--- src/rtl/fifo_pkg.sv ---
// Shared types for the show-ahead FIFO packet reader.
//   rd_state_t : reader FSM state
//   rd_beat_t  : one output-stream beat (payload word plus framing flags)
package fifo_pkg;

    localparam int unsigned BEAT_DATA_W = 8;

    typedef enum logic {
        ST_HDR     = 1'b0,
        ST_PAYLOAD = 1'b1
    } rd_state_t;

    typedef struct packed {
        logic [BEAT_DATA_W-1:0] data;
        logic                   first;
        logic                   last;
    } rd_beat_t;

endpackage

--- src/rtl/pkt_skid_buffer.sv ---
// Two-entry valid/ready register slice carrying rd_beat_t.
//   clock, reset_n : clock and synchronous active-low reset
//   in_valid       : push in_beat this cycle (only legal while can_accept)
//   in_beat        : beat to enqueue
//   can_accept     : registered; room for one more beat this cycle
//   out_valid      : out_beat holds a valid beat
//   out_beat       : head beat, stable until out_ready
//   out_ready      : downstream takes out_beat when out_valid && out_ready
module pkt_skid_buffer
    import fifo_pkg::*;
(
    input  logic     clock,
    input  logic     reset_n,
    input  logic     in_valid,
    input  rd_beat_t in_beat,
    output logic     can_accept,
    output logic     out_valid,
    output rd_beat_t out_beat,
    input  logic     out_ready
);

    rd_beat_t out_q, out_d;
    rd_beat_t skid_q, skid_d;
    logic     out_valid_q, out_valid_d;
    logic     skid_valid_q, skid_valid_d;
    logic     can_accept_q, can_accept_d;
    logic     deq;

    // Head slot refills from the skid slot first so order is preserved.
    always_comb begin
        out_d        = out_q;
        skid_d       = skid_q;
        out_valid_d  = out_valid_q;
        skid_valid_d = skid_valid_q;
        deq          = out_valid_q && out_ready;

        if (!out_valid_q || deq) begin
            if (skid_valid_q) begin
                out_d        = skid_q;
                out_valid_d  = 1'b1;
                skid_valid_d = in_valid;
                if (in_valid) begin
                    skid_d = in_beat;
                end
            end else begin
                out_valid_d = in_valid;
                if (in_valid) begin
                    out_d = in_beat;
                end
            end
        end else if (in_valid) begin
            skid_d       = in_beat;
            skid_valid_d = 1'b1;
        end

        // Registered so the upstream pop never sees out_ready combinationally.
        can_accept_d = !(out_valid_d && skid_valid_d);
    end

    always_ff @(posedge clock) begin
        if (!reset_n) begin
            out_q        <= '0;
            skid_q       <= '0;
            out_valid_q  <= 1'b0;
            skid_valid_q <= 1'b0;
            can_accept_q <= 1'b1;
        end else begin
            out_q        <= out_d;
            skid_q       <= skid_d;
            out_valid_q  <= out_valid_d;
            skid_valid_q <= skid_valid_d;
            can_accept_q <= can_accept_d;
        end
    end

    assign can_accept = can_accept_q;
    assign out_valid  = out_valid_q;
    assign out_beat   = out_q;

endmodule

--- src/rtl/fifo_packet_reader.sv ---
// Drains length-prefixed packets from a show-ahead FIFO and re-emits the
// payload on a valid/ready stream with first/last framing.
//   clock, reset_n   : clock and synchronous active-low reset
//   fifo_data        : FIFO head word, valid while fifo_valid
//   fifo_valid       : FIFO non-empty
//   fifo_read_enable : pop the head word this cycle
//   m_data/m_valid   : payload stream, m_ready is the downstream accept
//   m_first/m_last   : first / last payload word of a packet
//   pkt_done         : one-cycle pulse after the last payload word is popped
//   len_err          : sticky, an oversize header length was seen
//   busy             : reader is inside a packet payload
module fifo_packet_reader
    import fifo_pkg::*;
#(
    parameter int unsigned DATA_WIDTH  = BEAT_DATA_W,
    parameter int unsigned MAX_PKT_LEN = 16
) (
    input  logic                  clock,
    input  logic                  reset_n,
    input  logic [DATA_WIDTH-1:0] fifo_data,
    input  logic                  fifo_valid,
    output logic                  fifo_read_enable,
    output logic [DATA_WIDTH-1:0] m_data,
    output logic                  m_valid,
    input  logic                  m_ready,
    output logic                  m_first,
    output logic                  m_last,
    output logic                  pkt_done,
    output logic                  len_err,
    output logic                  busy
);

    localparam int unsigned LEN_W = $clog2(MAX_PKT_LEN + 1);

    rd_state_t        state_q, state_d;
    logic [LEN_W-1:0] remaining_q, remaining_d;
    logic             first_pending_q, first_pending_d;
    logic             len_err_q, len_err_d;
    logic             pkt_done_q, pkt_done_d;

    logic             pop_c;
    logic             push_c;
    logic             can_accept;
    logic [LEN_W-1:0] hdr_len;
    rd_beat_t         in_beat;
    rd_beat_t         out_beat;

    assign hdr_len = fifo_data[LEN_W-1:0];

    // Pop is held off during reset so an aborted packet's FIFO words stay put.
    assign pop_c = reset_n && fifo_valid && ((state_q == ST_HDR) || can_accept);

    // Header parse and payload counting.
    always_comb begin
        state_d         = state_q;
        remaining_d     = remaining_q;
        first_pending_d = first_pending_q;
        len_err_d       = len_err_q;
        pkt_done_d      = 1'b0;
        push_c          = 1'b0;

        case (state_q)
            ST_HDR: begin
                if (pop_c) begin
                    if (hdr_len == '0) begin
                        state_d = ST_HDR;
                    end else if (hdr_len > LEN_W'(MAX_PKT_LEN)) begin
                        len_err_d = 1'b1;
                    end else begin
                        remaining_d     = hdr_len;
                        first_pending_d = 1'b1;
                        state_d         = ST_PAYLOAD;
                    end
                end
            end
            ST_PAYLOAD: begin
                if (pop_c) begin
                    push_c          = 1'b1;
                    first_pending_d = 1'b0;
                    remaining_d     = remaining_q - LEN_W'(1);
                    if (remaining_q == LEN_W'(1)) begin
                        pkt_done_d = 1'b1;
                        state_d    = ST_HDR;
                    end
                end
            end
            default: state_d = ST_HDR;
        endcase
    end

    always_ff @(posedge clock) begin
        if (!reset_n) begin
            state_q         <= ST_HDR;
            remaining_q     <= '0;
            first_pending_q <= 1'b0;
            len_err_q       <= 1'b0;
            pkt_done_q      <= 1'b0;
        end else begin
            state_q         <= state_d;
            remaining_q     <= remaining_d;
            first_pending_q <= first_pending_d;
            len_err_q       <= len_err_d;
            pkt_done_q      <= pkt_done_d;
        end
    end

    always_comb begin
        in_beat       = '0;
        in_beat.data  = fifo_data;
        in_beat.first = first_pending_q;
        in_beat.last  = (remaining_q == LEN_W'(1));
    end

    pkt_skid_buffer u_skid (
        .clock      (clock),
        .reset_n    (reset_n),
        .in_valid   (push_c),
        .in_beat    (in_beat),
        .can_accept (can_accept),
        .out_valid  (m_valid),
        .out_beat   (out_beat),
        .out_ready  (m_ready)
    );

    assign fifo_read_enable = pop_c;
    assign m_data           = out_beat.data;
    assign m_first          = out_beat.first;
    assign m_last           = out_beat.last;
    assign pkt_done         = pkt_done_q;
    assign len_err          = len_err_q;
    assign busy             = (state_q == ST_PAYLOAD);

endmodule

--- config.mk ---
export PLATFORM = sky130hd
export DESIGN_NAME = fifo_packet_reader
export DESIGN_NICKNAME = d
export VERILOG_FILES = /design/src/rtl/fifo_pkg.sv /design/src/rtl/pkt_skid_buffer.sv /design/src/rtl/fifo_packet_reader.sv
export SDC_FILE = /design/constraint.sdc
export NUM_CORES = 1
export LEC_CHECK = 0
export CAP_MARGIN = 20
export CORE_MARGIN = 2
export CORE_UTILIZATION = 46
export CTS_CLUSTER_SIZE = 10
export DETAILED_ROUTE_END_ITERATION = 10
export PLACE_DENSITY = 0.75
export SLEW_MARGIN = 0
export SYNTH_ARGS = -nofsm -noshare
export SYNTH_HDL_FRONTEND = slang
export SYNTH_SLANG_ARGS = --single-unit
--- constraint.sdc ---
create_clock -name clock -period 1.9 [get_ports clock]
set_input_delay 0.285 -clock clock [delete_from_list [all_inputs] [get_ports clock]]
set_output_delay 0.285 -clock clock [all_outputs]
set_load 0.01 [all_outputs]
==> PnR_summary.wiki, run 1 <==
{| class="wikitable"
! Metric !! Value
|-
| Most common cell type on the critical path || or3_1
|-
| Placement-stage worst setup slack || -0.545 ns
|-
| Slowest cell on the critical path || or3_1
|-
| RSZ-0062 raised after global routing || false
|-
| Vias per Instance || 5.40
|-
| IO Count || 27
|-
| Via count of the first global-routing pass || 1239
|-
| Root buf cell || clkbuf_4
|-
| Share of flip-flops with an asynchronous set or reset after synthesis || 0%
|-
| Clock tree from TritonCTS || built
|-
| Violation count after the first detailed-route iteration || 47
|-
| Detailed-route via count || between 1k and 1.5k
|-
| Ys flop type || dfxtp_1
|-
| Worst hold path class || input port to flop
|-
| Area of the die || 3620 sq um
|-
| Mapped Cells || approximately 150
|-
| Post-layout worst setup margin || roughly 0.08 ns
|-
| Power share of the combinational group || 14.1%
|-
| Global route total overflow || 0
|-
| Number of CTS-inserted buffers || 5
|-
| Power Density || between 700 and 800 nW/um^2
|-
| Post-synthesis cell type count || 38
|-
| Post-synth net total || 168
|-
| CP max stage delay || 0.34 ns
|-
| Post-detailed-routing wire length || roughly 3.3 mm
|-
| Initial DRT Pass Iterations || 4
|-
| Number of fill cells || 240
|-
| Overall routing resource usage || 20.8%
|-
| Rows || 20
|-
| Switching share of power || between 20% and 30%
|-
| Flop pwr share || 50.1%
|-
| Initial antenna violation count || 0
|-
| First-pass GRT wire length || 5.58 mm
|-
| Max Freq || 0.550 GHz
|-
| Share of power burned in the clock network || about 36%
|-
| Status || completed
|-
| Residual antenna-violating net count after detailed routing || 0
|-
| Max-capacitance violation count || 0
|-
| Worst Setup Path Type || input port to flop
|-
| Post-Syn Area || 1450 sq um
|-
| Int Pwr || 1080 uW
|-
| Syn avg cell area || 9.56 sq um
|-
| Switching power || 339 uW
|-
| Die Span X || 60.2 um
|-
| Worst Clk Skew || 0.00860 ns
|-
| Peak supply drop || 392 uV
|-
| Largest fanout on the critical path || 2
|-
| Leakage power total || approximately 0.00085 uW
|-
| Critical Path Start Type || input port
|-
| Final critical-path share of the clock period || between 90% and 100%
|-
| Largest buffer count on any clock path || 2
|-
| Number of buffers added on ports || 26
|-
| CTS clock-pin slew for the worst setup and hold paths || roughly 0.1 ns
|-
| Post-detailed-route DRC marker count || 0
|-
| Number of synthesis warnings || 0
|-
| Max-slew violation total from the final report || 0
|-
| Most common cell after layout, fill and taps aside || dfxtp_1
|-
| Clock Latency Late Sink || 0.33 ns
|-
| Setup Total Neg Slack || 0 ns
|-
| Fraction of layout cells with a size suffix above 1 || 22.6%
|-
| Headroom to the max-slew limit || 73.5%
|-
| Ant diodes || 0
|-
| Core region area || about 3000 sq um
|-
| Final Hold Viols || 0
|-
| Half-perimeter wire length after placement || 2.53 mm
|-
| Number of sinks on the clock net || 32
|-
| Htree depth || 2
|-
| Final Net Count || 214
|-
| Synth-to-Final Area Change || 36.1%
|-
| Post-synth EDFFs || 0
|-
| Clock period minus final worst setup slack || 1.82 ns
|-
| Slew of the pin with the lowest slew margin || 0.398 ns
|-
| Cell-by-cell trace of the critical path || dlygate4sd2_1, nor4_4, inv_1, ha_2, or3_1, a21o_1, or3_1, a21boi_1
|-
| Number of buffers inserted by hold repair at cts || 0
|-
| Chip height || ~60 um
|-
| Most used cells in the layout excluding fill and tap cells || dfxtp_1 (32), buf_4 (22), clkdlybuf4s50_1 (20)
|-
| Starting density of the core || between 40% and 50%
|-
| Pin count of the biggest net entering global routing || 29
|-
| Setup violators final || 0
|-
| Critical path capture point type || flop
|-
| WL per Instance || 13.8 um
|-
| Data arrival at the endpoint of the critical path || 2.08 ns
|-
| Flop and latch count out of synthesis || 32
|-
| Part of the Yosys area used for sequential elements || 44.1%
|-
| Required time of the worst setup path || 2.16 ns
|-
| Final estimated routing congestion in global placement || about 0.77
|}
[per-layer routing]
metal	up-vias	part of all wire, %	GRT usage, %
li1	649	-	-
met1	616	43	24.7
met2	41	50	35.1
met3	6	5.3	6.93
met4	0	1.4	6.67
met5	-	0	0
[Yosys cell counts, types with 2 or more instances]
cell / n / share of area, %
or3_1: 3 / 1.3
o22ai_1: 3 / 1.3
a21oi_1: 6 / 2.1
nand2_1: 10 / 2.6
a2bb2oi_1: 2 / 1.2
clkbuf_1: 7 / 1.8
o21ai_0: 6 / 2.1
and2_1: 3 / 1.3
o221a_2: 9 / 7.0
inv_1: 10 / 2.6
nor2b_1: 12 / 5.2
ha_1: 4 / 3.4
mux2i_1: 10 / 6.9
dfxtp_1: 32 / 44
nor2_1: 5 / 1.3
o22a_1: 8 / 4.8
[power by group through the flow]
stage          logic (uW)  clock network, uW  registers (uW)
2_1_floorplan        93.9                  0             727
3_3_place_gp          198                  0             725
4_1_cts               201                512             711
5_1_grt               221                552             714
6_report              201                507             711
3_5_place_dp          204                  0             726
[through the flow]
stage | instance area, sq um | instances | util (%) | hold WS (ns) | power [uW]
global route | 1980 | 243 | 65.3 | 0.412 | 1490
global placement | 1910 | 235 | 63.1 | 0.483 | 923
CTS | 1980 | 243 | 65.5 | 0.523 | 1420
finish | 1980 | 243 | 65.3 | 0.385 | 1420
detailed placement | 1910 | 235 | 63.1 | 0.508 | 930
floorplan | 1470 | 152 | - | 0.415 | 821
[worst paths after layout]
path	slack, ns	end	depth (start not counted)	from
max	0.08	remaining_q[0]	8	fifo_data[2]
min	0.39	u_skid.skid_q[2]	4	fifo_data[0]
max reg2reg	0.36	remaining_q[0]	4	busy
min reg2reg	0.52	remaining_q[3]	2	remaining_q[3]
[critical path: cells and delay by family]
| family | cells | cell delay [ns] |
|---|---|---|
| fa+ha+maj | 1 | 0.18 |
| compound gates | 2 | 0.38 |
| buf+inv | 2 | 0.35 |
| simple gates | 3 | 0.89 |
[kinds of logic after synthesis]
group / Yosys count / synth area share (%)
compound gates: 43 / 23.3
fa+ha+maj: 5 / 4.13
buf+inv: 19 / 5.25
flops: 32 / 44.1
mux: 10 / 6.89
simple gates: 43 / 16.4
[final cells by class]
| cell class | count | area, sq um | area share [%] |
|---|---|---|---|
| Inverter | 10 | 37.5 | 1.90 |
| Clock inverter | 2 | 35.0 | 1.77 |
| Timing Repair Buffer | 48 | 414 | 20.9 |
| Sequential cell | 32 | 641 | 32.4 |
| Clock buffer | 6 | 41.3 | 2.09 |
| Tap cell | 44 | 55.1 | 2.78 |
| Multi-Input combinational cell | 101 | 753 | 38.1 |
[timing repair]
action / CTS / global route
endpoints found under the setup margin: 6 / 1
setup buffers: 0 / 0
cloned: 0 / 0
pin swaps: 1 / 4
gates resized for setup: 5 / 5
Power figures use the tool's default switching activity.
==> inputs of run 2 (changes only) <==
ABC_CLOCK_PERIOD_IN_PS = 1900   (was unset)
HOLD_SLACK_MARGIN = 0.15   (was unset)
MAX_ROUTING_LAYER = met4   (was unset)
==> run 2 against run 1 <==
  * Setup slack is essentially flat
  * Largest cell class unchanged
  * Clock power about the same
  * Maximum frequency hardly changed
  * Highest routed layer unchanged
  * Register-to-register slack is essentially flat
  * Core utilization stayed put
==> PnR_summary.wiki, run 2 (synthesized netlist as in run 1, its figures left out) <==
{| class="wikitable"
! Metric !! Value
|-
| Clock period minus final worst setup slack || 1.82 ns
|-
| Slew of the pin with the lowest slew margin || 0.396 ns
|-
| Core region area || 3030 sq um
|-
| WL per Instance || about 14 um
|-
| Clock Latency Late Sink || approximately 0.33 ns
|-
| Status || completed
|-
| Final Net Count || 214
|-
| Starting density of the core || 48.0%
|-
| Data arrival at the endpoint of the critical path || approximately 2.1 ns
|-
| Setup Total Neg Slack || 0 ns
|-
| Final critical-path share of the clock period || 95.7%
|-
| Power Density || 718 nW/um^2
|-
| Final estimated routing congestion in global placement || 0.778
|-
| IO Count || 27
|-
| Non-Filler Instances || 243
|-
| Half-perimeter wire length after placement || 2.53 mm
|-
| Clock tree from TritonCTS || built
|-
| Ant diodes || 0
|-
| Number of sinks on the clock net || 32
|-
| Overall routing resource usage || 21.3%
|-
| RSZ-0062 raised after global routing || false
|-
| Number of fill cells || 240
|-
| Violation count after the first detailed-route iteration || 43
|-
| Worst Clk Skew || 0.00872 ns
|-
| Largest fanout on the critical path || 2
|-
| Required time of the worst setup path || 2.16 ns
|-
| Die Span X || 60.2 um
|-
| Max-capacitance violation count || 0
|-
| Footprint of the flip-flops and latches || 641 sq um
|-
| Synth-to-Final Area Change || 36.1%
|-
| Critical path capture point type || flop
|-
| Peak supply drop || a little under 400 uV
|-
| Post-detailed-route DRC marker count || 0
|-
| Post-placement cell count || roughly 240
|-
| Max-slew violation total from the final report || 0
|-
| Rows || 20
|-
| Root buf cell || clkbuf_4
|-
| Chip height || 60.2 um
|-
| Global route total overflow || 0
|-
| Detailed-route via count || 1323
|-
| Final Hold Viols || 0
|-
| Multi-input gate area in the final layout || 753 sq um
|-
| First-pass GRT wire length || 5.57 mm
|-
| Leakage power total || around 0.00085 uW
|-
| Headroom to the max-slew limit || 73.6%
|-
| Initial DRT Pass Iterations || 4
|-
| Post-detailed-routing wire length || about 3.3 mm
|-
| Worst hold path class || input port to flop
|-
| Vias per Instance || 5.44
|-
| Setup violators final || 0
|-
| Worst Setup Path Type || input port to flop
|-
| Number of buffers inserted by hold repair at cts || 0
|-
| Area of the die || roughly 3600 sq um
|-
| Most used cells in the layout excluding fill and tap cells || dfxtp_1 (32), buf_4 (22), clkdlybuf4s50_1 (20)
|-
| Largest buffer count on any clock path || 2
|-
| Most common cell after layout, fill and taps aside || dfxtp_1
|-
| Design Power || 1420 uW
|-
| Initial antenna violation count || 0
|-
| Number of buffers added on ports || 26
|-
| Max Freq || 0.550 GHz
|-
| Via count of the first global-routing pass || about 1.2k
|-
| Htree depth || 2
|-
| Post-CTS setup-driven buffer insertion count || 0
|-
| CTS clock-pin slew for the worst setup and hold paths || around 0.10 ns
|-
| Critical Path Start Type || input port
|-
| Number of CTS-inserted buffers || 5
|-
| Pin count of the biggest net entering global routing || 29
|-
| Fraction of layout cells with a size suffix above 1 || 22.6%
|-
| Final worst hold slack || 0.385 ns
|-
| Residual antenna-violating net count after detailed routing || 0
|}
run 2: what timing repair did:
item,in CTS,in global routing
pin swaps,1,4
resized for setup,5,5
endpoints found under the setup margin,6,1
run 2: worst max-delay path: stages:
cell	delay [ns]
dlygate4sd2_1	0.26
nor4_4	0.24
inv_1	0.08
ha_2	0.18
or3_1	0.31
a21o_1	0.21
or3_1	0.34
a21boi_1	0.17
run 2: cell type report:
cell class | count | area share [%]
Clock buffer | 6 | 2.09
Clock inverter | 2 | 1.77
Inverter | 10 | 1.90
Multi-Input combinational cell | 101 | 38.1
Sequential cell | 32 | 32.4
Tap cell | 44 | 2.78
Timing Repair Buffer | 48 | 20.9
run 2: routing by layer:
metal	up-vias	wire, um	global-route usage, %
li1	647	-	-
met2	50	1660	34.8
met4	0	58	6.67
met3	8	210	6.93
met5	-	0	-
met1	618	1410	24.7
run 2: per-stage QoR:
| stage | setup slack, ns | instance area, sq um | utilization, % |
|---|---|---|---|
| finish | 0.0814 | 1980 | 65.3 |
| global route | 0.0234 | 1980 | 65.3 |
| CTS | 0.00140 | 1980 | 65.5 |
| detailed placement | -0.545 | 1910 | 63.1 |
| global placement | -0.435 | 1910 | 63.1 |
| floorplan | 0.0205 | 1470 | - |
run 2: path summary, 6_finish.rpt:
path / start / end / slack, ns / depth (start not counted)
worst max register to register: busy / remaining_q[0] / 0.35 / 4
worst min-delay path: fifo_data[0] / u_skid.skid_q[2] / 0.39 / 4
worst min register to register: remaining_q[4] / remaining_q[4] / 0.53 / 2
worst max-delay path: fifo_data[2] / remaining_q[0] / 0.08 / 8
run 2: power breakdown:
part | total, uW | switching [uW] | internal (uW)
registers | 711 | 18.5 | 692
logic | 201 | 89.5 | 111
clock network | 507 | 232 | 276
total | 1420 | 340 | 1080
==> inputs of run 3 (changes only) <==
ABC_AREA = 1   (was unset)
CORE_UTILIZATION = 47   (was 46)
==> run 3 against run 2 <==
  * Clock-buffer cell count stayed put
  * Combinational power is 7% lower
  * Largest power group unchanged
  * Area after synthesis is 6.9% higher
  * Setup slack better by 0.0075 ns
  * Sequential share of layout area is 0.082 points lower
  * Hold slack better by 0.075 ns
  * Sequential cell count stayed put
  * Global-route usage is 0.22 points higher
  * First-iteration DRC count is 16% higher
  * Non-clock buffer count is 10 lower
  * Critical path depth is 4 lower
  * Die area is 4.3% higher
==> PnR_summary.wiki, run 3 <==
{| class="wikitable"
! Metric !! Value
|-
| Rows || 20
|-
| Placement-stage worst setup slack || -0.280 ns
|-
| Slowest cell on the critical path || clkdlybuf4s50_1
|-
| Post-synthesis cell type with the largest combined area || dfxtp_1
|-
| Slew of the pin with the lowest slew margin || just under 0.4 ns
|-
| Number of sinks on the clock net || 32
|-
| Cell-by-cell trace of the critical path || clkdlybuf4s50_1, nand2_1, nor2_2, clkdlybuf4s50_1
|-
| Max Freq || 0.552 GHz
|-
| Number of synthesis warnings || 0
|-
| First-pass GRT wire length || ~5.5 mm
|-
| Post-layout worst setup margin || 0.0889 ns
|-
| Number of fill cells || 307
|-
| Post-synth net total || 235
|-
| Critical path capture point type || output pin
|-
| Peak supply drop || 458 uV
|-
| Power Density || 706 nW/um^2
|-
| Area of the die || about 3800 sq um
|-
| WL per Instance || approximately 11 um
|-
| Data arrival at the endpoint of the critical path || 1.53 ns
|-
| Violation count after the first detailed-route iteration || 50
|-
| Post-Syn Area || 1550 sq um
|-
| Number of buffers added on ports || 26
|-
| Fraction of layout cells with a size suffix above 1 || a little under an eighth
|-
| Clock Latency Late Sink || 0.34 ns
|-
| IO Count || 27
|-
| Initial antenna violation count || 0
|-
| Ys flop type || dfxtp_1
|-
| Flop and latch count out of synthesis || 32
|-
| Clock tree from TritonCTS || built
|-
| Htree depth || 2
|-
| Final Hold Viols || 0
|-
| CTS clock-pin slew for the worst setup and hold paths || 0.09 ns
|-
| Most common cell in the synthesized netlist || nor2_1
|-
| Starting density of the core || about half
|-
| Post-detailed-route DRC marker count || 0
|-
| Final critical-path share of the clock period || 95.3%
|-
| Most common cell after layout, fill and taps aside || nor2_1
|-
| Global route total overflow || 0
|-
| Placed Area || between 1500 and 2000 sq um
|-
| Headroom to the max-slew limit || 73.5%
|-
| Worst hold path class || flop to flop
|-
| Largest buffer count on any clock path || 2
|-
| Clock period minus final worst setup slack || 1.81 ns
|-
| Post-detailed-routing wire length || 3.40 mm
|-
| Residual antenna-violating net count after detailed routing || 0
|-
| Max-capacitance violation count || 0
|-
| Number of CTS-inserted buffers || 5
|-
| Cell types with the highest counts after synthesis || nor2_1 (49), nand2_1 (38), dfxtp_1 (32), a21oi_1 (18), nand3_1 (17)
|-
| Worst Setup Path Type || input port to output pin
|-
| Critical Path Start Type || input port
|-
| CP max stage delay || 0.55 ns
|-
| Top post-synthesis cells by area || dfxtp_1 (41%), nor2_1 (12%), nand2_1 (9.2%), a21oi_1 (5.8%), nand3_1 (5.5%)
|-
| Final estimated routing congestion in global placement || 0.792
|-
| Most common cell type on the critical path || clkdlybuf4s50_1
|-
| Max-slew violation total from the final report || 0
|-
| Overall routing resource usage || 21.5%
|-
| Vias per Instance || 4.89
|-
| Setup Total Neg Slack || 0 ns
|-
| Leakage power total || 0.000855 uW
|-
| Mapped Cells || 219
|-
| Setup violators final || 0
|-
| Worst Clk Skew || 0.00440 ns
|-
| Post-synthesis cell type count || 25
|-
| Root buf cell || clkbuf_4
|-
| Half-perimeter wire length after placement || approximately 2.5 mm
|-
| Ant diodes || 0
|-
| Share of flip-flops with an asynchronous set or reset after synthesis || 0%
|-
| Status || completed
|-
| Required time of the worst setup path || 1.62 ns
|-
| Largest fanout on the critical path || 2
|-
| Design Power || 1400 uW
|-
| Post-synth EDFFs || 0
|-
| Part of the Yosys area used for sequential elements || 41.3%
|-
| Most used cells in the layout excluding fill and tap cells || nor2_1 (49), nand2_1 (38), dfxtp_1 (32)
|-
| Chip height || 61.5 um
|-
| Final Net Count || 271
|-
| Core region area || 3100 sq um
|-
| RSZ-0062 raised after global routing || false
|-
| Synth-to-Final Area Change || 27.6%
|-
| Final design instance area without fill || 1980 sq um
|-
| Detailed-route via count || 1468
|-
| Die Span X || 61.5 um
|-
| Syn avg cell area || 7.09 sq um
|-
| Post-CTS setup-driven buffer insertion count || 0
|-
| Via count of the first global-routing pass || roughly 1.2k
|-
| Initial DRT Pass Iterations || 4
|-
| Pin count of the biggest net entering global routing || 22
|-
| Share of the synthesized area in the top cell type || 41.3%
|}
==> run 3: path summary, 6_finish.rpt <==
check                           slack [ns]                 from  cells past startpoint                   to
worst min register to register        0.46              len_err                      2              len_err
worst max-delay path                  0.09              reset_n                      4     fifo_read_enable
worst max register to register        0.61  u_skid.skid_valid_q                      6  u_skid.skid_valid_q
worst min-delay path                  0.46              len_err                      2              len_err
==> run 3: logic make-up after synthesis <==
group / after synthesis / share of synthesized area (%)
DFF: 32 / 41.3
adders and majority gates: 4 / 3.22
AOI/OAI and AO/OA: 41 / 16.0
buffers and inverters: 29 / 8.54
xor gates and xnor gates: 1 / 0.564
and+or+nand+nor: 112 / 30.5
==> run 3: routing by layer <==
layer / GRT usage, % / up-vias / share of wire [%]
li1: - / 778 / -
met1: 28.1 / 654 / 50
met2: 31.0 / 30 / 44
met3: 7.56 / 6 / 4.6
met4: 7.29 / 0 / 1.7
met5: - / - / 0
==> run 3: stage by stage <==
stage          hold slack, ns  std cells  util [%]
2_1_floorplan           0.437        219         -
3_3_place_gp            0.442        292      61.3
3_5_place_dp            0.446        292      61.3
4_1_cts                 0.462        300      63.7
5_1_grt                 0.487        300      63.9
6_report                0.460        300      63.9
==> run 3: cell type report <==
class	instances	area (sq um)	share of cell area, %
inverters	20	76.3	3.85
multi-input cells	158	783	39.5
clock buffers	6	41.3	2.08
repair buffers	38	350	17.7
flip-flops and latches	32	641	32.3
well taps	44	55.1	2.78
clock inverters	2	35.0	1.77
==> run 3: worst max-delay path: cells and delay by family <==
kind / cells / cell delay (ns)
AND/OR/NAND/NOR: 2 / 0.21
buffers and inverters: 2 / 1.03
==> run 3: what timing repair did <==
item	CTS	global route
gates resized for setup	0	1
hold buffers	0	0
endpoints found under the setup margin	0	4
==> run 3: report_power, final <==
group	total (uW)	leakage, uW	internal (uW)	switching [uW]
Combinational	187	0.000554	92.3	94.9
Clock	512	0.0000422	276	236
Sequential	701	0.000259	687	13.6
Total	1400	0.000855	1060	345
